File: src/rtl/memb_ctrl_pkg.sv
// -----------------------------------------------------------------------------
// memb_ctrl_pkg
//   Shared definitions for the memory-buffer controller: default sizes,
//   controller FSM state encoding, RV32 funct3 load/store codes, and small
//   helpers for alignment checking and byte-enable generation.
// -----------------------------------------------------------------------------
package memb_ctrl_pkg;

    localparam int MEMB_LEN_DFLT = 4;                      // buffer entries
    localparam int MEMB_OFF      = $clog2(MEMB_LEN_DFLT);  // pointer width
    localparam int EXEC_LEN_DFLT = 4;                      // enqueue lanes
    localparam int XLEN_DFLT     = 32;                     // data/address width

    typedef enum logic [1:0] {
        ST_IDLE = 2'd0,
        ST_REQ  = 2'd1,
        ST_WAIT = 2'd2
    } memb_state_e;

    // Loads
    localparam logic [2:0] F3_LB  = 3'b000;
    localparam logic [2:0] F3_LH  = 3'b001;
    localparam logic [2:0] F3_LW  = 3'b010;
    localparam logic [2:0] F3_LBU = 3'b100;
    localparam logic [2:0] F3_LHU = 3'b101;
    // Stores
    localparam logic [2:0] F3_SB  = 3'b000;
    localparam logic [2:0] F3_SH  = 3'b001;
    localparam logic [2:0] F3_SW  = 3'b010;

    // funct3[1:0] encodes the access size for both loads and stores.
    function automatic logic is_misaligned(input logic [2:0] funct3, input logic [1:0] off);
        case (funct3[1:0])
            2'b01:   return off[0];
            2'b10:   return off != 2'b00;
            default: return 1'b0;
        endcase
    endfunction

    function automatic logic [3:0] byte_en(input logic [2:0] funct3, input logic [1:0] off);
        case (funct3[1:0])
            2'b00:   return 4'b0001 << off;
            2'b01:   return 4'b0011 << off;
            default: return 4'b1111;
        endcase
    endfunction

endpackage

File: src/rtl/memb_ctrl_if.sv
// -----------------------------------------------------------------------------
// memb_ctrl_if
//   Data-bus request/grant/read-valid handshake.
//   master (controller): drives dbus_req, dbus_we, dbus_addr, dbus_wdata,
//                        dbus_be; samples dbus_gnt, dbus_rvld, dbus_rdata.
//   slave  (bus side):   the mirror image.
// -----------------------------------------------------------------------------
interface memb_ctrl_if #(
    parameter int XLEN = memb_ctrl_pkg::XLEN_DFLT
) ();

    logic            dbus_req;
    logic            dbus_we;
    logic [XLEN-1:0] dbus_addr;
    logic [XLEN-1:0] dbus_wdata;
    logic [3:0]      dbus_be;
    logic            dbus_gnt;
    logic            dbus_rvld;
    logic [XLEN-1:0] dbus_rdata;

    modport master (
        output dbus_req, dbus_we, dbus_addr, dbus_wdata, dbus_be,
        input  dbus_gnt, dbus_rvld, dbus_rdata
    );

    modport slave (
        input  dbus_req, dbus_we, dbus_addr, dbus_wdata, dbus_be,
        output dbus_gnt, dbus_rvld, dbus_rdata
    );

endinterface

File: src/rtl/memb_fifo.sv
// -----------------------------------------------------------------------------
// memb_fifo
//   Circular buffer of pending load/store operations. Up to EXEC_LEN entries
//   are written per cycle (set lanes packed in ascending order from the tail);
//   one entry is consumed per cycle from the head.
//   Ports:
//     clk, rst                 clock, async active-low reset
//     wr_vld/store/funct3/rd/addr/wdata   per-lane enqueue fields
//     rd_en                    consume the head entry this cycle
//     head_*                   current head entry, head_vld when non-empty
//     overflow                 an enqueue was dropped this cycle
// -----------------------------------------------------------------------------
module memb_fifo
    import memb_ctrl_pkg::*;
#(
    parameter int MEMB_LEN = MEMB_LEN_DFLT,
    parameter int EXEC_LEN = EXEC_LEN_DFLT,
    parameter int XLEN     = XLEN_DFLT
) (
    input  logic                     clk,
    input  logic                     rst,
    input  logic [EXEC_LEN-1:0]      wr_vld,
    input  logic [EXEC_LEN-1:0]      wr_store,
    input  logic [EXEC_LEN*3-1:0]    wr_funct3,
    input  logic [EXEC_LEN*5-1:0]    wr_rd,
    input  logic [EXEC_LEN*XLEN-1:0] wr_addr,
    input  logic [EXEC_LEN*XLEN-1:0] wr_wdata,
    input  logic                     rd_en,
    output logic                     head_vld,
    output logic                     head_store,
    output logic [2:0]               head_funct3,
    output logic [4:0]               head_rd,
    output logic [XLEN-1:0]          head_addr,
    output logic [XLEN-1:0]          head_wdata,
    output logic                     overflow
);

    localparam int PTR_W = $clog2(MEMB_LEN);
    localparam int CNT_W = $clog2(MEMB_LEN + 1);
    localparam int SUM_W = $clog2(MEMB_LEN + EXEC_LEN + 1) + 1;

    logic [PTR_W-1:0] head;
    logic [PTR_W-1:0] tail;
    logic [CNT_W-1:0] count;

    logic             st_q    [MEMB_LEN];
    logic [2:0]       f3_q    [MEMB_LEN];
    logic [4:0]       rd_q    [MEMB_LEN];
    logic [XLEN-1:0]  addr_q  [MEMB_LEN];
    logic [XLEN-1:0]  wdata_q [MEMB_LEN];

    logic [EXEC_LEN-1:0] lane_we;
    logic [PTR_W-1:0]    lane_idx [EXEC_LEN];
    logic [SUM_W-1:0]    free_slots;
    logic [SUM_W-1:0]    n_acc;

    // A retiring head frees its slot in the same cycle, so a full buffer can
    // still accept one entry when it is also retiring.
    always_comb begin
        // NOTE: every combinational output gets a default first so no path
        // leaves it unassigned (which would infer a latch).
        free_slots = SUM_W'(MEMB_LEN) - SUM_W'(count) + SUM_W'(rd_en);
        n_acc      = '0;
        lane_we    = '0;
        overflow   = 1'b0;
        for (int i = 0; i < EXEC_LEN; i++) begin
            // NOTE: n_acc is a blocking running sum so each lane sees the
            // lanes below it; registered state elsewhere uses <= only.
            lane_idx[i] = PTR_W'(SUM_W'(tail) + n_acc);
            if (wr_vld[i]) begin
                if (n_acc < free_slots) begin
                    lane_we[i] = 1'b1;
                    n_acc      = n_acc + SUM_W'(1);
                end else begin
                    overflow = 1'b1;
                end
            end
        end
    end

    always_ff @(posedge clk or negedge rst) begin
        if (!rst) begin
            head  <= '0;
            tail  <= '0;
            count <= '0;
        end else begin
            if (rd_en) begin
                head <= head + PTR_W'(1);
            end
            tail  <= PTR_W'(SUM_W'(tail) + n_acc);
            count <= CNT_W'(SUM_W'(count) + n_acc - SUM_W'(rd_en));
        end
    end

    // NOTE: the entry storage is deliberately not reset; occupancy is
    // tracked by count, so clearing the pointers flushes the buffer.
    always_ff @(posedge clk) begin
        for (int i = 0; i < EXEC_LEN; i++) begin
            if (lane_we[i]) begin
                st_q[lane_idx[i]]    <= wr_store[i];
                f3_q[lane_idx[i]]    <= wr_funct3[i*3 +: 3];
                rd_q[lane_idx[i]]    <= wr_rd[i*5 +: 5];
                addr_q[lane_idx[i]]  <= wr_addr[i*XLEN +: XLEN];
                wdata_q[lane_idx[i]] <= wr_wdata[i*XLEN +: XLEN];
            end
        end
    end

    assign head_vld    = count != '0;
    assign head_store  = st_q[head];
    assign head_funct3 = f3_q[head];
    assign head_rd     = rd_q[head];
    assign head_addr   = addr_q[head];
    assign head_wdata  = wdata_q[head];

endmodule

File: src/rtl/memb_ctrl.sv
// -----------------------------------------------------------------------------
// memb_ctrl
//   Memory-buffer controller: queues in-order loads/stores from the exec
//   lanes, executes them one at a time over the data bus, and reports each
//   retirement with a registered release/writeback pulse.
//   Ports:
//     clk, rst                       clock, async active-low reset
//     mem_vld/store/funct3/rd/addr/wdata   per-lane enqueue
//     dbus (memb_ctrl_if.master)     data-bus handshake
//     mem_release, mem_sel           one slot freed, register to unlock
//     wb_vld, wb_rd, wb_data         load writeback
//     memb_err                       sticky overflow/misalignment flag
// -----------------------------------------------------------------------------
module memb_ctrl
    import memb_ctrl_pkg::*;
#(
    parameter int MEMB_LEN = MEMB_LEN_DFLT,
    parameter int EXEC_LEN = EXEC_LEN_DFLT,
    parameter int XLEN     = XLEN_DFLT
) (
    input  logic                     clk,
    input  logic                     rst,
    input  logic [EXEC_LEN-1:0]      mem_vld,
    input  logic [EXEC_LEN-1:0]      mem_store,
    input  logic [EXEC_LEN*3-1:0]    mem_funct3,
    input  logic [EXEC_LEN*5-1:0]    mem_rd,
    input  logic [EXEC_LEN*XLEN-1:0] mem_addr,
    input  logic [EXEC_LEN*XLEN-1:0] mem_wdata,
    memb_ctrl_if.master              dbus,
    output logic                     mem_release,
    output logic [4:0]               mem_sel,
    output logic                     wb_vld,
    output logic [4:0]               wb_rd,
    output logic [XLEN-1:0]          wb_data,
    output logic                     memb_err
);

    logic            head_vld;
    logic            head_store;
    logic [2:0]      head_funct3;
    logic [4:0]      head_rd;
    logic [XLEN-1:0] head_addr;
    logic [XLEN-1:0] head_wdata;
    logic            overflow;

    memb_state_e     state;
    memb_state_e     state_nx;
    logic            retire;
    logic [1:0]      off;
    logic            mis;
    logic            wb_take;
    logic [XLEN-1:0] ld_shift;
    logic [XLEN-1:0] ld_data;

    memb_fifo #(
        .MEMB_LEN (MEMB_LEN),
        .EXEC_LEN (EXEC_LEN),
        .XLEN     (XLEN)
    ) u_fifo (
        .clk         (clk),
        .rst         (rst),
        .wr_vld      (mem_vld),
        .wr_store    (mem_store),
        .wr_funct3   (mem_funct3),
        .wr_rd       (mem_rd),
        .wr_addr     (mem_addr),
        .wr_wdata    (mem_wdata),
        .rd_en       (retire),
        .head_vld    (head_vld),
        .head_store  (head_store),
        .head_funct3 (head_funct3),
        .head_rd     (head_rd),
        .head_addr   (head_addr),
        .head_wdata  (head_wdata),
        .overflow    (overflow)
    );

    assign off = head_addr[1:0];
    assign mis = is_misaligned(head_funct3, off);

    always_ff @(posedge clk or negedge rst) begin
        if (!rst) begin
            state <= ST_IDLE;
        end else begin
            state <= state_nx;
        end
    end

    // Misaligned heads never reach REQ, so mis only matters in IDLE.
    always_comb begin
        state_nx = state;
        retire   = 1'b0;
        unique case (state)
            ST_IDLE: begin
                if (head_vld) begin
                    if (mis) retire   = 1'b1;
                    else     state_nx = ST_REQ;
                end
            end
            ST_REQ: begin
                if (dbus.dbus_gnt) begin
                    if (head_store) begin
                        retire   = 1'b1;
                        state_nx = ST_IDLE;
                    end else begin
                        state_nx = ST_WAIT;
                    end
                end
            end
            ST_WAIT: begin
                if (dbus.dbus_rvld) begin
                    retire   = 1'b1;
                    state_nx = ST_IDLE;
                end
            end
            default: state_nx = ST_IDLE;
        endcase
    end

    // Bus outputs follow the head entry while requesting and are zero
    // otherwise; the head cannot change until retirement, so they stay
    // stable through a grant stall.
    always_comb begin
        dbus.dbus_req   = 1'b0;
        dbus.dbus_we    = 1'b0;
        dbus.dbus_addr  = '0;
        dbus.dbus_wdata = '0;
        dbus.dbus_be    = '0;
        if (state == ST_REQ) begin
            dbus.dbus_req   = 1'b1;
            dbus.dbus_we    = head_store;
            dbus.dbus_addr  = {head_addr[XLEN-1:2], 2'b00};
            dbus.dbus_wdata = head_wdata << {off, 3'b000};
            dbus.dbus_be    = byte_en(head_funct3, off);
        end
    end

    always_comb begin
        ld_shift = dbus.dbus_rdata >> {off, 3'b000};
        case (head_funct3)
            F3_LB:   ld_data = {{(XLEN-8){ld_shift[7]}},   ld_shift[7:0]};
            F3_LH:   ld_data = {{(XLEN-16){ld_shift[15]}}, ld_shift[15:0]};
            F3_LBU:  ld_data = {{(XLEN-8){1'b0}},          ld_shift[7:0]};
            F3_LHU:  ld_data = {{(XLEN-16){1'b0}},         ld_shift[15:0]};
            default: ld_data = ld_shift;
        endcase
    end

    // Only a load retiring out of WAIT produces writeback data.
    assign wb_take = retire && (state == ST_WAIT) && (head_rd != 5'd0);

    always_ff @(posedge clk or negedge rst) begin
        if (!rst) begin
            mem_release <= 1'b0;
            mem_sel     <= '0;
            wb_vld      <= 1'b0;
            wb_rd       <= '0;
            wb_data     <= '0;
            memb_err    <= 1'b0;
        end else begin
            mem_release <= retire;
            mem_sel     <= (retire && !head_store) ? head_rd : 5'd0;
            wb_vld      <= wb_take;
            wb_rd       <= wb_take ? head_rd : 5'd0;
            wb_data     <= wb_take ? ld_data : '0;
            if (overflow || (retire && mis)) begin
                memb_err <= 1'b1;
            end
        end
    end

endmodule

File: src/flat_wrapper.sv
// flat-port wrapper written by rule: the top's interface ports become plain ports
module memb_ctrl_flat import memb_ctrl_pkg::*;
#(
    parameter int MEMB_LEN = MEMB_LEN_DFLT,
    parameter int EXEC_LEN = EXEC_LEN_DFLT,
    parameter int XLEN     = XLEN_DFLT
)
  (clk, rst, mem_vld, mem_store, mem_funct3, mem_rd, mem_addr, mem_wdata, mem_release, mem_sel, wb_vld, wb_rd, wb_data, memb_err, dbus_dbus_req, dbus_dbus_we, dbus_dbus_addr, dbus_dbus_wdata, dbus_dbus_be, dbus_dbus_gnt, dbus_dbus_rvld, dbus_dbus_rdata);
  memb_ctrl_if #(.XLEN(XLEN)) dbus_i ();
  input  logic clk;
  input  logic rst;
  input  logic [EXEC_LEN-1:0] mem_vld;
  input  logic [EXEC_LEN-1:0] mem_store;
  input  logic [EXEC_LEN*3-1:0] mem_funct3;
  input  logic [EXEC_LEN*5-1:0] mem_rd;
  input  logic [EXEC_LEN*XLEN-1:0] mem_addr;
  input  logic [EXEC_LEN*XLEN-1:0] mem_wdata;
  output logic mem_release;
  output logic [4:0] mem_sel;
  output logic wb_vld;
  output logic [4:0] wb_rd;
  output logic [XLEN-1:0] wb_data;
  output logic memb_err;
  output wire logic [$bits(dbus_i.dbus_req)-1:0] dbus_dbus_req;
  output wire logic [$bits(dbus_i.dbus_we)-1:0] dbus_dbus_we;
  output wire logic [$bits(dbus_i.dbus_addr)-1:0] dbus_dbus_addr;
  output wire logic [$bits(dbus_i.dbus_wdata)-1:0] dbus_dbus_wdata;
  output wire logic [$bits(dbus_i.dbus_be)-1:0] dbus_dbus_be;
  input wire logic [$bits(dbus_i.dbus_gnt)-1:0] dbus_dbus_gnt;
  input wire logic [$bits(dbus_i.dbus_rvld)-1:0] dbus_dbus_rvld;
  input wire logic [$bits(dbus_i.dbus_rdata)-1:0] dbus_dbus_rdata;
  assign dbus_dbus_req = dbus_i.dbus_req;
  assign dbus_dbus_we = dbus_i.dbus_we;
  assign dbus_dbus_addr = dbus_i.dbus_addr;
  assign dbus_dbus_wdata = dbus_i.dbus_wdata;
  assign dbus_dbus_be = dbus_i.dbus_be;
  assign dbus_i.dbus_gnt = dbus_dbus_gnt;
  assign dbus_i.dbus_rvld = dbus_dbus_rvld;
  assign dbus_i.dbus_rdata = dbus_dbus_rdata;
  memb_ctrl #(.MEMB_LEN(MEMB_LEN), .EXEC_LEN(EXEC_LEN), .XLEN(XLEN)) u_core (.clk(clk), .rst(rst), .mem_vld(mem_vld), .mem_store(mem_store), .mem_funct3(mem_funct3), .mem_rd(mem_rd), .mem_addr(mem_addr), .mem_wdata(mem_wdata), .dbus(dbus_i), .mem_release(mem_release), .mem_sel(mem_sel), .wb_vld(wb_vld), .wb_rd(wb_rd), .wb_data(wb_data), .memb_err(memb_err));
endmodule
File: config.mk
export PLATFORM = sky130hd
export DESIGN_NAME = memb_ctrl_flat
export DESIGN_NICKNAME = d
export VERILOG_FILES = /design/src/rtl/memb_ctrl_pkg.sv /design/src/rtl/memb_ctrl_if.sv /design/src/rtl/memb_fifo.sv /design/src/rtl/memb_ctrl.sv /design/src/flat_wrapper.sv
export SDC_FILE = /design/constraint.sdc
export NUM_CORES = 1
export LEC_CHECK = 0
export ABC_AREA = 1
export CAP_MARGIN = 30
export CORE_ASPECT_RATIO = 1.75
export CORE_MARGIN = 1
export CORE_UTILIZATION = 50
export CTS_BUF_LIST = sky130_fd_sc_hd__clkbuf_4 sky130_fd_sc_hd__clkbuf_8 sky130_fd_sc_hd__clkbuf_16
export DETAILED_ROUTE_END_ITERATION = 7
export DONT_BUFFER_PORTS = 1
export GPL_TIMING_DRIVEN = 0
export SLEW_MARGIN = 10
export SYNTH_ARGS = -nofsm -noshare
export SYNTH_HDL_FRONTEND = slang
export SYNTH_HIERARCHICAL = 1
export SYNTH_SLANG_ARGS = --single-unit
File: constraint.sdc
create_clock -name clk -period 9.4 [get_ports clk]
set_input_delay 0.94 -clock clk [delete_from_list [all_inputs] [get_ports clk]]
set_output_delay 0.94 -clock clk [all_outputs]
set_load 0.1 [all_outputs]
==> Word level (Yosys, flattened, before mapping) <==
Memory sizes are Yosys's and may differ from the RTL's.
Cells that the tools add are included.
{ "word_totals": {"out_inout_bits": 115, "input_bits": 332, "wordCells": 114, "memories": 5, "ram_bits": 292, "regBits": 54} }
{ "memory_table": {"columns": ["memory", "words", "width", "read_ports", "rd_clocked_by_memory_dff", "write_ports", "line", "text"], "rows": [
  ["u_core.u_fifo.addr_q", 4, 32, 1, 0, 4, "memb_fifo.sv:49", "logic [XLEN-1:0] addr_q [MEMB_LEN];"],
  ["u_core.u_fifo.wdata_q", 4, 32, 1, 0, 4, "memb_fifo.sv:50", "logic [XLEN-1:0] wdata_q [MEMB_LEN];"],
  ["u_core.u_fifo.rd_q", 4, 5, 1, 0, 4, "memb_fifo.sv:48", "logic [4:0] rd_q [MEMB_LEN];"],
  ["u_core.u_fifo.f3_q", 4, 3, 1, 0, 4, "memb_fifo.sv:47", "logic [2:0] f3_q [MEMB_LEN];"],
  ["u_core.u_fifo.st_q", 4, 1, 1, 0, 4, "memb_fifo.sv:46", "logic st_q [MEMB_LEN];"]
]} }
{ "classes": {"n_reduce_logical": 13, "n_addsub": 12, "muxes": 55, "order_cmp": 4, "n_eq_ne": 11, "n_shift": 4} }
{ "op_table": {"columns": ["operator", "count"], "rows": [
  ["32-bit case mux with 4 select lines", 1],
  ["32-bit 2-to-1 mux", 3],
  ["1-bit 2-to-1 mux", 33],
  ["32-bit by 5-bit << shifter with 32-bit output", 1],
  ["32-bit by 5-bit right shift with 32-bit output", 1],
  ["5-bit 2-to-1 mux", 6],
  ["5-bit < comparator", 3],
  ["5-bit by 1-bit adder with 5-bit output, second input constant", 2],
  ["2-bit 2-to-1 mux", 5],
  ["2-bit adder", 4],
  ["4-bit case mux with 2 select lines", 1],
  ["3-bit == test, second input constant", 2],
  ["3-bit 2-to-1 mux", 2],
  ["2-bit != test, second input constant", 3],
  ["2-bit case mux with 3 select lines", 1],
  ["5-bit by 1-bit adder with 5-bit output", 1],
  ["1-bit by 5-bit < comparator with 1-bit output, first input constant", 1],
  ["5-bit nonzero test", 1],
  ["2-bit by 1-bit == test with 1-bit output, second input constant", 2],
  ["2-bit == test, second input constant", 2],
  ["1-bit logical AND", 4],
  ["2-bit logical NOT", 2],
  ["4-bit 2-to-1 mux", 1],
  ["4-bit AND reduction", 1],
  ["16 further kinds", 16]
]} }

==> Longest topological paths before layout <==
Gate-level depths: netlist (run 1).
An unclocked memory read counts as a cell.
{ "logic_depth": {"ltp_word": 21, "mapped_depth": 47, "ltp_nobuf": 42} }

==> By module <==
The synthesis (run 1) kept the hierarchy.
{ "modules_own_cells": {"columns": ["module", "area_per_inst_um2", "seq_area_each_um2", "n_inst", "cells_each"], "rows": [
  ["memb_fifo", 21314.2, 8943.6, 1, 3053],
  ["memb_ctrl", 3215.6, 1176.1, 1, 495]
]} }

==> Worst setup path after synthesis (run 1) <==
OpenSTA, ideal clock, no wires.
{ "synth_path": {"path_type": "flip-flop to flip-flop", "startpoint": "register u_core.u_fifo.head[0]", "endpoint": "memory u_core/u_fifo/addr_q[2][0] (netlist name) (enable)", "arrival_ps": 6818, "setup_ps": 927, "period_less_slack_ps": 7746, "path_slack_ps": 1654, "path_buffers": 8, "t_required_ps": 8473, "stages_incl_launch_ff": 39, "cell_sequence": "dfrtp_1 -> clkbuf_1 -> inv_1 -> clkbuf_1 -> buf_1 -> nor2_1 -> o22ai_1 -> buf_4 -> nand2_1 -> nand2_1 -> nand4_1 -> nand2_2 -> ha_1 -> ha_1 -> inv_1 -> nor2_1 -> nand2_1 -> nand2_2 -> (+3 left out) -> ha_1 -> nand2_1 -> inv_1 -> nand2_2 -> nand3_2 -> inv_2 -> nand2_1 -> inv_1 -> ha_1 -> a21oi_1 -> or2_2 -> buf_1 -> nand3_4 -> buf_6 -> nor2_2 -> buf_4 -> buf_2 -> nand3b_1"} }
{ "synth_lines": {"columns": ["item", "line", "text"], "rows": [
  ["from (decl)", "memb_fifo.sv:42", "logic [PTR_W-1:0] head;"],
  ["from (signal assigned)", "memb_fifo.sv:88", "head <= head + PTR_W'(1);"],
  ["to (decl)", "memb_fifo.sv:49", null]
]} }

==> Final worst setup path (run 1) <==
{ "layout_path": {"startpoint": "register u_core.u_fifo.head[0]", "endpoint": "register u_core.u_fifo.count[2]"} }
{ "layout_between": {"elab_chain_len": 21, "elab_cells_between_ends": 30, "cone_classes": "add/sub: 6; order compare: 4; eq/ne: 2; mux: 14; reduce/logical: 1; memory: 3"} }
{ "layout_lines": {"columns": ["item", "line", "text"], "rows": [
  ["memory read 4 x 3 bit *", null, null],
  ["net u_core.head_funct3[1]", "memb_ctrl.sv:40", "logic [2:0] head_funct3;"],
  ["2-bit == test / 2-bit by 1-bit == test with 1-bit output (equally long branches)", "memb_ctrl_pkg.sv:33", "case (funct3[1:0])"],
  ["1-bit case mux with 2 select lines *", "memb_ctrl_pkg.sv:33", null],
  ["1-bit 2-to-1 mux *", "memb_ctrl.sv:96", "if (mis) retire = 1'b1;"],
  ["1-bit 2-to-1 mux *", "memb_ctrl.sv:95", "if (head_vld) begin"],
  ["1-bit case mux with 3 select lines *", "memb_ctrl.sv:93", "unique case (state)"],
  ["net u_core.retire", "memb_ctrl.sv:48", "logic retire;"],
  ["(+7 left out)", null, null],
  ["5-bit by 1-bit adder with 5-bit output / 5-bit < comparator (equally long branches)", "memb_fifo.sv:73, memb_fifo.sv:71", null],
  ["5-bit 2-to-1 mux", "memb_fifo.sv:71", "if (n_acc < free_slots) begin"],
  ["5-bit 2-to-1 mux", "memb_fifo.sv:70", "if (wr_vld[i]) begin"],
  ["5-bit < comparator / 3-bit by 1-bit adder with 3-bit output (equally long branches)", "memb_fifo.sv:71, memb_fifo.sv:73", null],
  ["3-bit 2-to-1 mux", "memb_fifo.sv:71", null],
  ["3-bit 2-to-1 mux", "memb_fifo.sv:70", null],
  ["3-bit adder", "memb_fifo.sv:91", "count <= CNT_W'(SUM_W'(count) + n_acc - SUM_W'(rd_en));"],
  ["3-bit by 1-bit subtractor with 3-bit output *", "memb_fifo.sv:91", null],
  ["to (signal assigned)", "memb_fifo.sv:91", null],
  ["to (decl)", "memb_fifo.sv:44", "logic [CNT_W-1:0] count;"]
]} }
Mark *: on every way through the listed nets, which the timed path passes. The rest lies on a longest branch.
A chain may end at the register's enable or synchronous reset.

==> results.toml, run 1 <==
[floorplan]
dieWidth_um = 169
core-area_um2 = 48600
start_util_pct = 50.5
rows = 107
dieArea_um2 = 50000
die_h_um = 295
num_io_pins = 447

[hold_path]
holdCritPathClass = "input port to asynchronous set/reset pin"

[grt]
antenna_found_initial = 2
grt_overflow = 0
grt_pass1_vias = 26600
grt_pass1_wl_um = 163000
grt_use_met3_pct = 12.9
grt_max_degree = 55
grt.busiest_layer = "met2"
gr-usage-met2_pct = 75.4
met1_usage_pct = 43.9
grt_usage_pct = 44.2

[critical_path]
slowest_stage = "dfrtp_1"
worstReg2RegStart = "u_core/u_fifo/head[0]"
r2r_cells = 47
critPathKind = "flop to flop"
max_stage_delay_ps = 660
crit_required_ps = 9880
r2r-end = "u_core/u_fifo/count[2]"
cp.arrival_ps = 9380
worstSetupEndpointType = "flop"
crit_top_cell = "inv_1"
cp_max_fo = 10
startpoint_type = "flop"
r2r_slack_ps = 500

[synthesis]
synthAdderAreaFrac_pct = 1.05
synth_most_common_cell = "nand2_1"
async_flop_share_pct = 15.6
synth_mux_area_share_pct = 0.326
yosysTopAreaCell = "edfxtp_1"
yosys-top-cells-area = "edfxtp_1, o21ai_0, nand2_1"
ys_seq_elements = 346
netlist.area_leader.share_pct = 35.7
yosysUniqueCellTypes = 38
synthSimpleGateAreaFrac_pct = 23.8
netlist_instances = 3548
synth_flop_cell = "edfxtp_1"
yosys_warnings = 6
yosysSeqAreaShare_pct = 41.3
synth_compound_area_share_pct = 24.6
synth_edf_count = 292
synth_xor_area_share_pct = 0.428
synthTopCellsByCount = "nand2_1, o21ai_0, edfxtp_1"
syn_area_um2 = 24500
syn_area_per_cell_um2 = 6.91
synth_top_family_by_area = "compound AO/OA/AOI/OAI gates"

[drt]
routed_wl_um = 113000
drtAntennaViolNets = 0
drc = 0
via_per_inst = 6.31
drtIter0Drc = 3658
post_drt_wl_per_cell_um = 26.1
vias = 27400
dr.pass1.iters = 7

[clock_tree]
post_cts_buffers = 0
cts_tree = "done"
cts.clk_slew.worst_paths_ps = 70
root_buffer = "clkbuf_16"
cts_buffers = 35
clockBufferDepth = 3
clock_sinks = 346
clk_latency_ps = 550
cts_max_level = 2

[sta]
slew_viol_final = 0
finClkSkew_ps = 28.7
hold_viol_final = 0
tightest_slew_ps = 1110
max_slew_margin_pct = 25.9
fin_crit_sh_pct = 94.7
finalSetupViolCount = 0
worst_slack_ps = 502
fmax_mhz = 112
finalCriticalPeriod_ps = 8900

[cells_and_area]
layout.nets = 4022
regArea_um2 = 10100
layout-drive-gt1-share_pct = 8.98
stdcell_count = 4351
multi_input_comb_area_um2 = 12600
num-fill-cells = 4532
area_delta_synth_final_pct = 15.4

[placement]
dp.cells = 4284
numPortBuffers = 0
dp_hpwl_um = 84100
dp_slack_ps = 273
gp_congestion = 1.01

[job]
cap_violations = 0

[outcome]
status = "finished, final reports clean"
-- how the worst max path moves through the flow --
stage,from,end,slack (ps),cells after the start
final,u_core/u_fifo/head[0],u_core/u_fifo/count[2],500,47
after detailed placement,u_core/u_fifo/head[0],u_core/u_fifo/count[2],270,46
after global routing,u_core/u_fifo/head[0],u_core/u_fifo/count[2],-0.09,47
after CTS,u_core/u_fifo/head[0],u_core/u_fifo/count[2],240,46
after global placement,u_core/u_fifo/head[0],u_core/u_fifo/addr_q[2][22],-2920,36
after floorplan,u_core/u_fifo/head[0],u_core/u_fifo/addr_q[2][0],1650,38
-- critical path, delay by kind of cell, from the launching register on --
family | cells | cell delay (ps)
compound gates | 3 | 610
xor+xnor | 5 | 900
simple gates | 16 | 2010
fa+ha+maj | 8 | 1970
buf+inv | 15 | 2630
flops | 1 | 660
-- registers in the layout, indices dropped and copies added (netlist names), 2 cells and up --
register,cells
u_core/u_fifo/wdata_q,128
u_core/wb_rd,5
u_core/wb_data,32
u_core/mem_sel,5
u_core/u_fifo/count,3
u_core/u_fifo/addr_q,128
u_core/u_fifo/head,2
u_core/u_fifo/f3_q,12
u_core/u_fifo/st_q,4
u_core/u_fifo/tail,2
u_core/u_fifo/rd_q,20
u_core/state,2
-- cell families (layout without fill, tap and decap cells) --
kind of cell	Yosys count	count (layout)
xor+xnor	12	12
fa+ha+maj	20	20
compound gates	1177	1177
mux	8	8
buf+inv	487	634
simple gates	1497	1497
other cells	1	3
flops	346	346
-- stage by stage --
stage | hold slack, ps | area, um2 | utilization, % | TNS (ps)
finish | 78.1 | 28300 | 58.2 | 0
global route | 70.6 | 28300 | 58.2 | -0.0888
CTS | 68.0 | 28200 | 58.1 | 0
detailed placement | 594 | 27000 | 55.5 | 0
global placement | 563 | 25400 | 52.2 | -268980
floorplan | 538 | 24500 | - | 0
-- layer usage --
metal  share of wire, %  wire length [um]  vias up
met5              0.011                13        -
met4                9.7             11000        2
met3                 12             13100      647
met2                 48             54400     2147
met1                 31             34900    12500
li1                   -                 -    12100
-- repair_timing --
| item | 4_1_cts | 5_1_grt |
|---|---|---|
| endpoints found under the setup margin | 0 | 102 |
| endpoints found under the hold margin | 0 | 0 |
| gates resized for setup | 0 | 11 |
| hold buffers | 0 | 0 |
-- layout by cell type, fill, tap and decap left out, types with 23 or more instances in the layout --
cell type / Yosys / routed
a21oi_1: 28 / 28
buf_1: 24 / 23
buf_2: 43 / 43
buf_8: 0 / 66
clkbuf_1: 189 / 185
clkbuf_16: 0 / 39
dfrtp_1: 54 / 54
edfxtp_1: 292 / 292
inv_1: 194 / 194
nand2_1: 1169 / 1169
nand3_1: 30 / 30
nor2_1: 254 / 207
nor2_2: 5 / 52
o21ai_0: 1007 / 1005
o21ai_1: 45 / 45
o22ai_1: 89 / 71
-- cell type report --
cell class	instances	share of cell area, %
Multi-Input combinational cell	2716	44.4
Buffer	285	4.74
Clock inverter	21	0.929
Antenna cell	1	0.00884
Inverter	202	2.68
Timing Repair Buffer	84	5.03
Clock buffer	42	3.55
Sequential cell	346	35.8
Tap cell	654	2.89
Power of run 1 is left out: the tool's default activity adds up to more than one toggle a clock period on the data nets, which glitch-free logic cannot reach.
==> inputs of run 2 (changes only) <==
Clock period 9.4 ns to 9.7 ns, I/O delays scaled along.
==> results.toml, run 2 (synthesis gave the netlist of run 1 again) <==
[sta]
grt_setup_unrepaired = "false"
finalSetupViolCount = 0
slew_viol_final = 0
hold_viol_final = 0
fmax_mhz = 109
finClkSkew_ps = 22.9
worst_slack_ps = 557
finalCriticalPeriod_ps = 9140
max_slew_margin_pct = 25.6
fin_crit_sh_pct = 94.3
tightest_slew_ps = 1120

[critical_path]
critPathKind = "flop to flop"
crit_required_ps = 10180
cp_max_fo = 10
startpoint_type = "flop"
max_stage_delay_ps = 560
worstSetupEndpointType = "flop"
cp.arrival_ps = 9630
slowest_stage = "o22ai_1"

[drt]
drtAntennaViolNets = 0
via_per_inst = 6.33
drc = 1
vias = 27500
drtIter0Drc = 3399
post_drt_wl_per_cell_um = 26.0
routed_wl_um = 113000
dr.pass1.iters = 8

[clock_tree]
root_buffer = "clkbuf_16"
cts.clk_slew.worst_paths_ps = 70
clock_sinks = 346
clockBufferDepth = 3
clk_latency_ps = 550
cts_tree = "done"
cts_buffers = 35
cts_max_level = 2

[outcome]
status = "finished, violations left"
violations = "DRC"

[placement]
dp_hpwl_um = 84100
numPortBuffers = 0
gp_congestion = 1.01
dp_slack_ps = 573
dp.cells = 4284
placed_area_um2 = 27000

[grt]
antenna_found_initial = 2
grt_max_degree = 55
grt_pass1_vias = 26600
grt_usage_pct = 44.2
grt_pass1_wl_um = 163000
grt_overflow = 0

[floorplan]
start_util_pct = 50.5
core-area_um2 = 48600
die_h_um = 295
dieArea_um2 = 50000
rows = 107
dieWidth_um = 169
num_io_pins = 447

[cells_and_area]
num-fill-cells = 4534
final_area_um2 = 28300
final_cell_mix = "nand2_1, o21ai_0, edfxtp_1"
area_delta_synth_final_pct = 15.3
layout-drive-gt1-share_pct = 8.85
stdcell_count = 4351
final_common_cell = "nand2_1"
layout.nets = 4022

[job]
cap_violations = 0

[hold_path]
holdCritPathClass = "input port to asynchronous set/reset pin"
-- run 2: cell types whose count changed in the layout (fill, tap and decap cells not counted), sizes merged --
cell	before	now
clkbuf	232	231
buf	179	180
-- run 2: area by class of cell --
type	instances	area, um2	area share [%]
antenna	1	2.50	0.00885
buffer	285	1340	4.73
tap	654	818	2.89
timing repair buffer	84	1420	5.03
inverter	202	758	2.68
multi-input combinational	2716	12600	44.4
clock inverter	21	263	0.929
clock buffer	42	1000	3.55
sequential	346	10100	35.8
-- run 2: final timing paths --
path | slack [ps] | from | cells past startpoint | endpoint
hold / removal | 110 | rst | 0 | u_core/mem_sel[2]
max in group asynchronous | 9490 | rst | 0 | u_core/wb_data[4]
min in group clk | 600 | dbus_dbus_gnt | 2 | u_core/state[0]
hold reg to reg | 610 | u_core/state[1] | 2 | u_core/state[1]
setup reg to reg | 560 | u_core/u_fifo/head[0] | 44 | u_core/u_fifo/count[2]
setup / recovery | 560 | u_core/u_fifo/head[0] | 44 | u_core/u_fifo/count[2]
-- run 2: worst max-delay path, delay by kind of cell (launching register included) --
kind	cells	cell delay, ps
buffers and inverters	14	2800
adders and majority gates	8	2220
and+or+nand+nor	15	1900
xor gates and xnor gates	5	910
AOI/OAI and AO/OA	2	670
DFF	1	550
-- run 2: stage by stage --
stage               hold WS [ps]  TNS (ps)  utilization (%)
finish                       109         0             58.2
detailed placement           594         0             55.5
global placement             563   -190180             52.2
floorplan                    538         0                -
global route                 101         0             58.2
CTS                         98.0         0             58.1
-- run 2: what timing repair did --
action	4_1_cts	5_1_grt
setup buffers	0	0
endpoints found under the setup margin	0	1
hold buffers	0	0
gates resized for setup	0	4
-- run 2: per-layer routing --
layer | part of all wire (%) | global-route usage, % | vias up
met5 | 0.011 | 0 | -
met4 | 9.7 | 38.0 | 2
met3 | 12 | 12.9 | 667
met2 | 48 | 75.4 | 2211
met1 | 31 | 43.9 | 12500
li1 | - | - | 12100
Power of run 2 is left out for the same reason.
